### src/rtl/uart_tx.sv
// rtl/uart_tx.sv - UART transmitter, 8N1 (8E1 with TX_PARITY_EN), one-entry holding register
//
// Purpose: serializes bytes into start + 8 data bits (LSB first) + stop frames.
//          The bit rate comes from an external one-cycle strobe, one per bit time.
//          A one-entry holding register lets the next byte queue during a frame,
//          so back-to-back frames leave no idle gap on the line.
// Build option: define TX_PARITY_EN to add an even-parity bit between DATA and STOP.
// Ports:
//   clk       in   system clock, rising edge
//   rst       in   synchronous active-high reset
//   txen      in   bit-period strobe (one-cycle pulse per bit time)
//   tx_valid  in   byte offered on tx_data
//   tx_data   in   byte to send, sampled on the accept cycle
//   tx_ready  out  holding register empty
//   txd       out  registered serial line, idles high
//   busy      out  frame in progress
//   done      out  one-cycle pulse after a stop bit completes
module uart_tx (
    input  logic       clk,
    input  logic       rst,
    input  logic       txen,
    input  logic       tx_valid,
    input  logic [7:0] tx_data,
    output logic       tx_ready,
    output logic       txd,
    output logic       busy,
    output logic       done
);

`ifdef TX_PARITY_EN
    typedef enum logic [2:0] {
        IDLE   = 3'd0,
        START  = 3'd1,
        DATA   = 3'd2,
        STOP   = 3'd3,
        PARITY = 3'd4
    } state_t;
`else
    typedef enum logic [2:0] {
        IDLE   = 3'd0,
        START  = 3'd1,
        DATA   = 3'd2,
        STOP   = 3'd3
    } state_t;
`endif

    state_t     state_q, state_d;
    logic [2:0] cnt_q, cnt_d;
    logic [7:0] shift_q, shift_d;
    logic [7:0] hold_q, hold_d;
    logic       hold_vld_q, hold_vld_d;
    logic       txd_q, txd_d;
    logic       busy_q, busy_d;
    logic       done_q, done_d;
    logic       load;
`ifdef TX_PARITY_EN
    logic       par_q, par_d;
`endif

    always_comb begin
        state_d    = state_q;
        cnt_d      = cnt_q;
        shift_d    = shift_q;
        hold_d     = hold_q;
        hold_vld_d = hold_vld_q;
        done_d     = 1'b0;
        load       = 1'b0;
`ifdef TX_PARITY_EN
        par_d      = par_q;
`endif

        // Accept only into an empty holding register; a full one ignores tx_valid.
        if (tx_valid && !hold_vld_q) begin
            hold_d     = tx_data;
            hold_vld_d = 1'b1;
        end

        case (state_q)
            IDLE: begin
                if (txen && hold_vld_q) begin
                    load = 1'b1;
                end
            end
            START: begin
                if (txen) begin
                    state_d = DATA;
                end
            end
            DATA: begin
                if (txen) begin
                    shift_d = {1'b0, shift_q[7:1]};
                    cnt_d   = cnt_q + 3'd1;
                    if (cnt_q == 3'd7) begin
`ifdef TX_PARITY_EN
                        state_d = PARITY;
`else
                        state_d = STOP;
`endif
                    end
                end
            end
`ifdef TX_PARITY_EN
            PARITY: begin
                if (txen) begin
                    state_d = STOP;
                end
            end
`endif
            STOP: begin
                if (txen) begin
                    done_d = 1'b1;
                    // A queued byte starts straight away: no idle period between frames.
                    if (hold_vld_q) begin
                        load = 1'b1;
                    end else begin
                        state_d = IDLE;
                    end
                end
            end
            default: begin
                state_d = IDLE;
            end
        endcase

        // Load cannot coincide with an accept: it needs hold_vld_q=1, accept needs 0.
        if (load) begin
            shift_d    = hold_q;
            hold_vld_d = 1'b0;
            cnt_d      = 3'd0;
            state_d    = START;
`ifdef TX_PARITY_EN
            par_d      = ^hold_q;
`endif
        end

        // txd is registered from next-state values so each bit starts the cycle after the strobe.
        case (state_d)
            START:   txd_d = 1'b0;
            DATA:    txd_d = shift_d[0];
`ifdef TX_PARITY_EN
            PARITY:  txd_d = par_d;
`endif
            default: txd_d = 1'b1;
        endcase

        busy_d = (state_d != IDLE);
    end

    always_ff @(posedge clk) begin
        if (rst) begin
            state_q    <= IDLE;
            cnt_q      <= 3'd0;
            shift_q    <= 8'h00;
            hold_q     <= 8'h00;
            hold_vld_q <= 1'b0;
            txd_q      <= 1'b1;
            busy_q     <= 1'b0;
            done_q     <= 1'b0;
`ifdef TX_PARITY_EN
            par_q      <= 1'b0;
`endif
        end else begin
            state_q    <= state_d;
            cnt_q      <= cnt_d;
            shift_q    <= shift_d;
            hold_q     <= hold_d;
            hold_vld_q <= hold_vld_d;
            txd_q      <= txd_d;
            busy_q     <= busy_d;
            done_q     <= done_d;
`ifdef TX_PARITY_EN
            par_q      <= par_d;
`endif
        end
    end

    assign tx_ready = !hold_vld_q;
    assign txd      = txd_q;
    assign busy     = busy_q;
    assign done     = done_q;

endmodule

### config.mk
export PLATFORM = sky130hd
export DESIGN_NAME = uart_tx
export DESIGN_NICKNAME = d
export VERILOG_FILES = /design/src/rtl/uart_tx.sv
export SDC_FILE = /design/constraint.sdc
export NUM_CORES = 1
export LEC_CHECK = 0
export CAP_MARGIN = 20
export CORE_MARGIN = 5
export CORE_UTILIZATION = 52
export CTS_CLUSTER_SIZE = 40
export DETAILED_ROUTE_END_ITERATION = 8
export PLACE_DENSITY_LB_ADDON = 0.05
export SYNTH_ARGS = -nofsm -noshare
export SYNTH_HDL_FRONTEND = slang
export SYNTH_SLANG_ARGS = --single-unit
### constraint.sdc
create_clock -name clk -period 2.1 [get_ports clk]
set_clock_uncertainty 0.05 [all_clocks]
set_input_delay 0.42 -clock clk [delete_from_list [all_inputs] [get_ports clk]]
set_output_delay 0.42 -clock clk [all_outputs]
set_load 0.02 [all_outputs]
==> results.yml <==
sta:
  fin_crit_ns: 1.82
  hold_viol: 0
  clock.fmax_ghz: 0.548
  min_period_over_period_pct: 86.9
  fin_ws_ns: 0.275
  rsz0062_at_grt: "false"
  setup-violations-final: 0
  fin_setup_tns_ns: 0
  slew_violations: 0
synth:
  yosysWarningCount: 0
  syn_area_per_cell_um2: 10.1
  ys_seq_area_share_pct: 47.1
  synth_edf_count: 0
  synth_top_cell_area_share_pct: 47.1
  synth_area_leaders: "dfxtp_1 (47%), mux2i_1 (10%), a21oi_1 (4.1%), a22oi_1 (4.1%), nor2_1 (3.7%)"
  syn_inst: 109
  yosys.area.top_type: "dfxtp_1"
  synth_nets: 123
  ys_types: 35
  ys.flop_type: "dfxtp_1"
  synthArstFlopShare_pct: 0
  synth-seq-cells: 26
  synth_area_um2: 1100
routing:
  first_pass_iters: 4
  drc: 0
  postRouteAntennaNets: 0
  drt_iter0_markers: 19
  post_drt_wl_per_cell_um: 12.3
  drt-total-wl_mm: 1.87
  vias: 796
  vias_per_cell: 5.24
global_routing:
  grt-ovfl-total: 0
  grt_pass1_vias: 747
  grt_pass1_wl_mm: 3.13
  grt_max_degree: 20
  antenna_found_initial: 0
  grt_use_total_pct: 12.3
critical_path:
  crit_arrival_ns: 1.35
  crit_path_max_incr_delay_ns: 0.60
  path_cells: "inv_1 > clkdlybuf4s50_1"
  cp_data_required_time_ns: 1.63
  end_kind: "output port"
  worstSetupPathType: "reg -> out"
  critPathLaunchType: "flip-flop"
  worstPathMaxFanout: 6
  cp_slowest_cell: "clkdlybuf4s50_1"
cells_and_area:
  layout.cells.non_filler: 152
  final_net_count: 140
  antenna_cells: 0
  drive_gt1_share_pct: 13.6
  postLayoutCellArea_um2: 1300
  area_delta_synth_final_pct: 18.0
  final_util_pct: 65.1
  mostFrequentLayoutCell: "dfxtp_1"
  final_cell_mix: "dfxtp_1 (26), clkdlybuf4s50_1 (15), mux2i_1 (11), nor2_1 (11)"
clocking:
  clkLatencyLatePin_ns: 0.31
  cts_tree: "built"
  cts_buffer_depth: 2
  h-tree-depth: 1
  cts_setup_buffers: 0
  cts_num_sinks: 26
  cts_made_buffers: 3
  ctsHoldBuffers: 0
  cts_resized: 0
  path_clk_slew_ns: 0.13
  cts_root_buf: "clkbuf_4"
placement:
  place_inst: 148
  io_buffers: 15
  pre_cts_ws_ns: 0.0622
  post_dp_cell_area_um2: 1270
  dp.final_hpwl_mm: 1.34
  gp_congestion: 0.773
power:
  pwr-share-seq_pct: 61.2
  p_per_area_nw_per_um2: 653
  sw_frac_of_total_pct: 22.2
  leakage_nw: 0.494
  clkPwrFrac_pct: 28.9
  irDropWorstVdd_mv: 0.470
  p_sw_w: 0.000189
  combPwrFrac_pct: 10.0
  power.internal_w: 0.000662
die:
  num_io_pins: 16
  start_util_pct: 55.2
  die_area_um2: 3150
  coreArea_um2: 2000
  die_y_um: 56.1
  row_count: 16
  die_w_um: 56.1
min_path:
  worstHoldPathType: "reg -> reg"
run_status:
  status: "finished, final reports clean"
job:
  maxCapViolCount: 0
[area by class of cell]
cell class | instances | area (µm²)
Clock buffer | 4 | 36.3
Fill cell | 174 | 698
Inverter | 2 | 7.51
Multi-Input combinational cell | 74 | 526
Sequential cell | 26 | 520
Tap cell | 27 | 33.8
Timing Repair Buffer | 19 | 180
[per-stage QoR]
step | power [W] | hold slack, ns
final | 0.000852 | 0.414
after global routing | 0.000888 | 0.429
after CTS | 0.000859 | 0.418
after detailed placement | 0.000617 | 0.400
after global placement | 0.000615 | 0.396
after floorplan | 0.000578 | 0.381
[metal layers]
metal | vias to the layer above | wire (µm) | GRT usage (%)
met3 | 4 | 56 | 2.55
li1 | 412 | - | -
met4 | 0 | 28 | 6.78
met1 | 369 | 920 | 14.9
met2 | 11 | 866 | 20.0
met5 | - | 0 | 0
[registers in the layout, indices dropped and copies added (netlist names)]
name,cells
busy,1
cnt_q,3
done,1
hold_q,8
hold_vld_q,1
shift_q,8
state_q,3
txd,1
[kinds of logic (layout without fill, tap and decap cells)]
family	Yosys count	in the layout	synth area share (%)
AOI/OAI and AO/OA	21	21	13.1
xor gates and xnor gates	3	3	3.06
adders and majority gates	2	2	2.26
buffers and inverters	9	25	5.32
DFF	26	26	47.1
muxes	11	11	9.97
other	1	1	0.339
and+or+nand+nor	36	36	18.8
[cells in the mapped netlist, types with 2 or more instances]
| cell type | number |
|---|---|
| dfxtp_1 | 26 |
| mux2i_1 | 11 |
| nor2_1 | 11 |
| a21oi_1 | 9 |
| nand2_1 | 9 |
| a22oi_1 | 6 |
| nor3_1 | 3 |
| nor3_2 | 3 |
| buf_2 | 2 |
| clkbuf_1 | 2 |
| ha_1 | 2 |
| inv_1 | 2 |
[power groups by stage]
stage,clock network (W),registers (W),logic (W)
2_1_floorplan,0,0.000529,0.0000490
3_3_place_gp,0,0.000532,0.0000838
3_5_place_dp,0,0.000532,0.0000853
4_1_cts,0.000253,0.000521,0.0000858
5_1_grt,0.000271,0.000524,0.0000933
6_report,0.000246,0.000521,0.0000851
[critical path, delay by kind of cell (launching register included)]
family | cells | cell delay [ns]
buffers and inverters | 2 | 0.67
flip-flops | 1 | 0.38
[worst paths after layout]
kind | startpoint | to | slack, ns | cells after the start
max | hold_vld_q | tx_ready | 0.28 | 2
min | shift_q[3] | shift_q[3] | 0.41 | 2
max reg2reg | cnt_q[0] | busy | 0.47 | 6
min reg2reg | shift_q[3] | shift_q[3] | 0.41 | 2
(Power assumes the default switching activity.)
==> RTL change: new RTL, same settings <==
The 4 states of `state_t` get a one-hot encoding in 4 bits.
--- a/src/rtl/uart_tx.sv
+++ b/src/rtl/uart_tx.sv
@@ -36,11 +36,11 @@
         PARITY = 3'd4
     } state_t;
 `else
-    typedef enum logic [2:0] {
-        IDLE   = 3'd0,
-        START  = 3'd1,
-        DATA   = 3'd2,
-        STOP   = 3'd3
+    typedef enum logic [3:0] {
+        IDLE   = 4'b0001,
+        START  = 4'b0010,
+        DATA   = 4'b0100,
+        STOP   = 4'b1000
     } state_t;
 `endif
 
Behaviour: same outputs for any inputs over 10 cycles, from zero or initial values and one cycle with rst high; not proved beyond that.
==> RTL change against the unedited design <==
Worst setup slack got worse by 0.050 ns. Global-route usage rose by 1.3 points. Highest routed layer unchanged. Design area rose by 5.7%. Sequential share of layout area fell by 0.69 points. Critical path type unchanged. Sequential cell count is 1 higher. Clock power shrank 14%. Area after synthesis grew 5.0%. Wire length up 6.0%. Total power up 2.9%. Largest cell class unchanged. Final cell count grew 9.9%. Non-clock buffer count up 3. Sequential power up 5.8%. Critical endpoint unchanged.
==> RTL change: results (changes against the unedited design) <==
Yosys
  – Synth unique cells: 29 (-17%)
  – Register area share after synthesis: 0.466 (-0.00510)
  – Adder-Cell Fraction of Synth Area: 0.0216 (-0.00108)
  – FFs w/ async S/R, synth: 0 (unchanged)
  – Multiplexer share of the synthesized area: 0.138 (+0.0384)
  – Syn Nets: 135 (+9.8%)
  – Post-synth top cells: dfxtp_1, nor2_1, mux2i_1, a211oi_1, nor3_1
  – Synth Area in Compound Gates: 0.114 (-0.0170)
  – Area contributors post-synth: dfxtp_1, mux2i_1, nor2_1
  – Xor/xnor share of the synthesized area: 0.0151 (-0.0155)
  – Syn_area_per_cell: 9.59 sq um (-5.4%)

Power
  – Internal Power: 0.667 mW (+0.75%)
  – Worst vdd ir: 0.451 mV (-4.1%)
  – Leak pwr: 0.519 nW (+5.0%)

Drt
  – Met2 Routed Length: 1.02 mm (+18%)
  – Wl on met1: 874 um (-5.0%)
  – Metal3 WL: 73 um (+30%)
  – Via count: 895 (+12%)
  – 1st-iter DRT viols: 21 (+2)
  – Final WL: 1.98 mm (+6.0%)
  – DR WL/cell: 11.9 um (-3.5%)

Place
  – GPL Wtd Cong: 0.872 (+13%)
  – Post-detail-place hpwl: 1.56 mm (+16%)
  – Setup WS pre-CTS: 0.0123 ns (-0.0499 ns)
  – Placed cell area: 1350 sq um (+6.5%)
  – Dpl cells: 163 (+10%)

Critical path
  – Crit path max-delay cell type: clkdlybuf4s50_1
  – Worst setup endpoint: tx_ready
  – CP arrival: 1.40 ns (+0.05 ns)
  – R2R depth: 7 (+1)
  – Reg-to-Reg End: txd
  – CP startpoint: hold_vld_q
  – R2R setup slack: 0.34 ns (-0.13 ns)
  – Max stage delay on crit path: 0.61 ns
  – Crit Path Max Fanout: 5 (-1)

Clock network
  – Clock latency on the worst-skew pair: 0.31 ns (about the same)
  – Clock-pin slew on the worst setup and hold paths: 0.14 ns

Global route
  – Global-route track usage on met2: 0.248 (+0.0476)
  – Largest net degree at the start of global routing: 17 (-15%)
  – Gr usage total: 0.135 (+0.0125)
  – Met3 Usage GRT: 0.0271 (+0.00163)
  – Met1 Use GR: 0.148 (-0.000891)
  – First-pass GRT wire length: 3.59 mm (+15%)
  – Vias in the first global route: 891 (+19%)

Finish
  – Top flop regs: hold_q (8), shift_q (8), state_q (4)
  – Share of layout cells above drive strength 1: 0.101 (-0.0353)
  – Diode count: 0 (unchanged)
  – Nets: 154 (+10%)

STA
  – Fin crit share: 0.893 (+0.0239)
  – WHS: 0.455 ns (+0.0411 ns)

Worst hold path
  – Worst hold endpoint: shift_q[0]
  – Hold Startpoint: hold_q[0]

Run status
  – Result of the run: completed
-- RTL change: cell types whose count changed in the layout (fill, tap and decap cells not counted), sizes merged, moves of 4 or more --
| cell | before | now |
|---|---|---|
| mux2i | 11 | 16 |
| nor2 | 11 | 21 |
| nand2 | 9 | 4 |
| a22oi | 6 | 1 |
| nor4 | 0 | 4 |
| a211oi | 1 | 8 |
| a21oi | 10 | 2 |
-- RTL change: layout make-up --
| type | instances | area (sq um) |
|---|---|---|
| fillers | 213 | 792 |
| multi-input cells | 81 | 553 |
| flip-flops and latches | 27 | 541 |
| repair buffers | 22 | 203 |
| well taps | 28 | 35.0 |
| clock buffers | 3 | 22.5 |
| inverters | 5 | 18.8 |
| clock inverters | 1 | 5.00 |
-- RTL change: power by group through the flow --
stage	logic [mW]	clock network [mW]	registers, mW
global route	0.127	0.249	0.555
floorplan	0.0713	0	0.559
CTS	0.115	0.225	0.551
detailed placement	0.115	0	0.563
finish	0.114	0.211	0.551
global placement	0.112	0	0.562
